File: config.mk
export PLATFORM = sky130hd
export DESIGN_NAME = rpn_tokenizer
export DESIGN_NICKNAME = d
export VERILOG_FILES = /design/src/rtl/rpn_tokenizer.sv
export SDC_FILE = /design/constraint.sdc
export NUM_CORES = 1
export LEC_CHECK = 0
export ABC_AREA = 1
export CORE_UTILIZATION = 50
export CTS_BUF_LIST = sky130_fd_sc_hd__clkbuf_4 sky130_fd_sc_hd__clkbuf_8 sky130_fd_sc_hd__clkbuf_16
export DETAILED_ROUTE_END_ITERATION = 8
export HOLD_SLACK_MARGIN = 0.05
export PLACE_DENSITY = 0.7
export SLEW_MARGIN = 20
export SYNTH_ARGS = -nofsm -noshare
export SYNTH_HDL_FRONTEND = slang
export SYNTH_SLANG_ARGS = --single-unit
File: constraint.sdc
create_clock -name CLK -period 4.1 [get_ports CLK]
set_input_delay 1.23 -clock CLK [delete_from_list [all_inputs] [get_ports CLK]]
set_output_delay 1.23 -clock CLK [all_outputs]
set_load 0.01 [all_outputs]
File: src/rtl/rpn_tokenizer.sv
// rpn_tokenizer: turns an ASCII character stream into number and operator tokens
// for the RPN calculator, presenting one token at a time on a strobe/ack handshake.
`timescale 1ns/1ps
module rpn_tokenizer #(
    parameter int WIDTH = 32
) (
    input  logic             CLK,
    input  logic             RST,
    input  logic             char_stb,
    input  logic [7:0]       char_data,
    output logic             char_ack,
    output logic             tok_stb,
    output logic [WIDTH-1:0] tok_data,
    output logic             tok_is_op,
    input  logic             tok_ack,
    output logic             err
);

    typedef enum logic [1:0] {
        S_IDLE,
        S_WNUM,
        S_WOP,
        S_GAP
    } state_t;

    state_t           r_state;
    logic [WIDTH-1:0] r_acc;
    logic             r_haveNum;
    logic             r_pendValid;
    logic [2:0]       r_pendCode;

    logic             w_isDigit;
    logic             w_isDelim;
    logic             w_isOp;
    logic [2:0]       w_opCode;
    logic [WIDTH-1:0] w_accNext;
    logic [WIDTH-1:0] w_opWord;
    logic [WIDTH-1:0] w_pendWord;

    // Character classification; an operator is any class with a nonzero code.
    always_comb begin
        w_isDigit = 1'b0;
        w_isDelim = 1'b0;
        w_opCode  = 3'b000;
        case (char_data)
            8'h20, 8'h0D, 8'h0A: w_isDelim = 1'b1;
            8'h2A:               w_opCode  = 3'b001;
            8'h2B:               w_opCode  = 3'b010;
            8'h2D:               w_opCode  = 3'b011;
            8'h3D:               w_opCode  = 3'b100;
            default:             w_isDigit = (char_data >= 8'h30) && (char_data <= 8'h39);
        endcase
        w_isOp = (w_opCode != 3'b000);
    end

    // Digit value is the low nibble of '0'..'9'; the multiply-add wraps silently.
    assign w_accNext  = (r_acc * WIDTH'(10)) + {{(WIDTH-4){1'b0}}, char_data[3:0]};
    assign w_opWord   = {{(WIDTH-3){1'b0}}, w_opCode};
    assign w_pendWord = {{(WIDTH-3){1'b0}}, r_pendCode};

    always_ff @(posedge CLK or posedge RST) begin
        if (RST) begin
            r_state     <= S_IDLE;
            r_acc       <= '0;
            r_haveNum   <= 1'b0;
            r_pendValid <= 1'b0;
            r_pendCode  <= 3'b000;
            char_ack    <= 1'b0;
            tok_stb     <= 1'b0;
            tok_data    <= '0;
            tok_is_op   <= 1'b0;
            err         <= 1'b0;
        end else begin
            case (r_state)
                S_IDLE: begin
                    if (char_stb) begin
                        if (w_isDigit) begin
                            r_acc     <= w_accNext;
                            r_haveNum <= 1'b1;
                            char_ack  <= 1'b1;
                            r_state   <= S_GAP;
                        end else if ((w_isDelim || w_isOp) && r_haveNum) begin
                            // A pending number always goes out first; the operator waits behind it.
                            tok_data    <= r_acc;
                            tok_is_op   <= 1'b0;
                            tok_stb     <= 1'b1;
                            r_pendValid <= w_isOp;
                            r_pendCode  <= w_opCode;
                            r_state     <= S_WNUM;
                        end else if (w_isOp) begin
                            tok_data  <= w_opWord;
                            tok_is_op <= 1'b1;
                            tok_stb   <= 1'b1;
                            r_state   <= S_WOP;
                        end else if (w_isDelim) begin
                            char_ack <= 1'b1;
                            r_state  <= S_GAP;
                        end else begin
                            err      <= 1'b1;
                            char_ack <= 1'b1;
                            r_state  <= S_GAP;
                        end
                    end
                end

                S_WNUM: begin
                    if (tok_ack) begin
                        r_acc       <= '0;
                        r_haveNum   <= 1'b0;
                        r_pendValid <= 1'b0;
                        if (r_pendValid) begin
                            tok_data  <= w_pendWord;
                            tok_is_op <= 1'b1;
                            tok_stb   <= 1'b1;
                            r_state   <= S_WOP;
                        end else begin
                            tok_stb  <= 1'b0;
                            char_ack <= 1'b1;
                            r_state  <= S_GAP;
                        end
                    end
                end

                S_WOP: begin
                    if (tok_ack) begin
                        tok_stb   <= 1'b0;
                        tok_is_op <= 1'b0;
                        char_ack  <= 1'b1;
                        r_state   <= S_GAP;
                    end
                end

                S_GAP: begin
                    char_ack <= 1'b0;
                    r_state  <= S_IDLE;
                end

                default: r_state <= S_IDLE;
            endcase
        end
    end

endmodule

==> metrics.txt <==
status completed; CP Class in2reg; number of synthesized flops with an enable pin 0; antenna cells 0; Layout Nets roughly 1100; type of the most critical hold path reg2reg; die span in x 115 um; Worst Path Buf+Inv 1; largest net degree at the start of global routing 57; CP Cell Sequence clkdlybuf4s50_1 -> ha_1 -> fa_1 -> nand2_1 -> a21oi_1 -> nand2_1 -> nor2_1 -> nand3_1 -> nor2_4 -> nand3_1 -> nor2_1 -> nand2_1 -> nor2_2 -> nand2_1 -> nand2_1 -> nand2_1 -> nand2_1 -> nand2_1; family with the most delay on the worst path simple AND/OR/NAND/NOR gates; sum of negative setup slack 0 ps; initial antenna violation count 0; worst hold stages 1; CORE AREA 0.0123 sq mm; vias in the first global route 5638; Worst setup EP type flop; critical path arrival 3900 ps; Die Y 115 um; Seq/Total Area, Yosys 29.3%; largest stage delay on the critical path roughly 540 ps; worst vdd ir 354 uV; Synth Instances between 900 and 1000; FILL cells ~1200; final hold violation count 0; vias 6147; ys async rst share 100%; Slowest-stage cell, CP clkdlybuf4s50_1; share of cells above drive strength 1 4.68%; Routed Antenna Nets 0; PostCTS Resize Cnt 0; Clock Sinks 75; clk slew on worst S/H paths 50 ps; Crit path depth 18; Clock Path Buffers 2; cts hold-fix bufs 0; slew margin rel. 30.5%; Worst Clk Skew about 4.7 ps; # DRC 0; Placer Congestion around 0.86; # H-tree levels 3; total I/O pin count 48; minimum clock period between 3000 and 4000 ps; final worst path period share 89.9%; Overflow after GRT 0; # Post-CTS Setup Buffers 0; fin util 60.0%; GRT Total Usage 25.8%; FP Rows 40; P&R area growth vs syn 14.7%; detailed placement HPWL 12.9 mm; worst skew pair latency 330 ps; Slew @ Worst Pin 1040 ps; crit-path max FO 5; synth warn 0; PD cells 785 mW/mm^2; Max Clk Rate 271 MHz; CTS tree built; wire per inst 13.3 um; maxcap violations 0; synthesized area ~0.0064 sq mm; Leak between 0.003 and 0.004 uW; reg2reg path depth 19; Yosys reg bits 75; CP Launch Type input port; required time of the critical path around 4300 ps; initial core utilization a little over half; Syn Area/Cell ~6.6 sq um; syn nets 1050; Buffers on Ports 47; RSZ-0062 raised after global routing false; number of buffers created by CTS 9; max-slew violations 0; die area 0.0133 sq mm; DRT Pass-1 Iters 5; distinct cell type count after synthesis 41; Via density 5.15; root buffer cell clkbuf_16; Post-Route WL 15.8 mm; Synth Flop Type dfrtp_1; first-pass GRT wire length ~27 mm; Setup-failing EPs final 0; Worst path most repeated cell nand2_1; 1st-iter DRT viols 370
sequential cells by signal, summed over array words and instances (netlist names):
signal / count
r_acc: 32
tok_data: 32
tok_stb: 1
r_pendCode: 3
err: 1
r_state: 2
r_pendValid: 1
r_haveNum: 1
char_ack: 1
tok_is_op: 1
report_power, final:
group	switching, uW	internal [uW]	total, uW
sequential	265	959	1220
combinational	2510	1330	3840
clock	273	432	705
total	3050	2720	5770
cells in the final DEF, fill, tap and decap left out, types with 6 or more instances in the layout:
master,Yosys,routed
a21oi_1,27,27
buf_4,1,6
clkbuf_16,0,9
clkdlybuf4s50_1,0,47
dfrtp_1,75,75
ha_1,63,63
inv_1,157,156
nand2_1,313,313
nand3_1,95,95
nand4_1,15,15
nor2_1,68,67
nor2_2,6,7
nor3_1,11,11
o21ai_0,38,38
o21ai_1,27,27
worst register-to-register path: stages, from the launching register on:
cell and delay, ps:
dfrtp_1 450, ha_1 330, ha_1 260, fa_1 460, nand3_1 130, nand2_1 110, nand2_1 90, nand2_1 110
nand2_1 80, nand2_1 130, nor2_1 240, nand3_1 110, nor2_1 130, nand2_1 110, nor2_2 210, nand2_1 80
nand2_1 80, nand2_1 50, nand2_1 50, nand2_1 40
cells in the mapped netlist, drive strengths merged, types with 4 or more instances:
library cell  number  area, sq um
a21oi             27          135
a32o               5         50.1
buf                9         47.6
clkbuf             7         26.3
dfrtp             75         1880
ha                63          788
inv              159          597
nand2            317         1200
nand3             97          495
nand3b             5         37.5
nand4             15         93.8
nor2              76          315
nor3              14         91.3
o21a               5         37.5
o21ai             66          342
o31ai              4         30.0
or2                5         31.3
xor2               5         43.8
cell type report:
class	instances	area, sq um	area share (%)
multi-input cells	723	3870	52.6
well taps	168	210	2.86
clock inverters	3	15.0	0.204
inverters	159	597	8.12
flip-flops and latches	75	1880	25.5
repair buffers	54	536	7.28
clock buffers	12	254	3.45
kinds of logic after synthesis:
family                   after synthesis  share of synthesized area [%]
buffers and inverters                175                           10.5
adder cells (fa/ha/maj)               65                           12.9
flip-flops                            75                           29.3
AO/OA/AOI/OAI                        120                           10.8
AND/OR/NAND/NOR                      530                           35.4
XOR/XNOR                               8                           1.09
path summary, 6_finish.rpt:
path | startpoint | endpoint | slack [ps]
setup / recovery | char_data[1] | r_acc[25]$_DFFE_PP0P_ | 410
hold / removal | err$_DFFE_PP0P_ | err$_DFFE_PP0P_ | 470
setup reg to reg | r_acc[1]$_DFFE_PP0P_ | r_acc[25]$_DFFE_PP0P_ | 740
hold reg to reg | err$_DFFE_PP0P_ | err$_DFFE_PP0P_ | 470
max in group asynchronous | RST | r_acc[10]$_DFFE_PP0P_ | 2050
min in group asynchronous | RST | tok_data[23]$_DFFE_PP0P_ | 1280
metrics by stage:
stage	std cells	instance area, sq um	setup WS [ps]	hold slack (ps)	total power, uW
after global placement	1179	7090	187	452	4990
after global routing	1194	7350	75.1	487	6420
after CTS	1194	7350	424	479	5760
after floorplan	973	6410	960	450	4060
final	1194	7350	412	473	5770
after detailed placement	1179	7090	123	467	5030
metal layers:
layer	wire length [um]	global-route usage (%)
met3	670	2.32
met5	0	0
met4	134	5.45
met1	8260	37.8
met2	6780	41.5
Note: power is estimated with default switching activity, not from simulation.
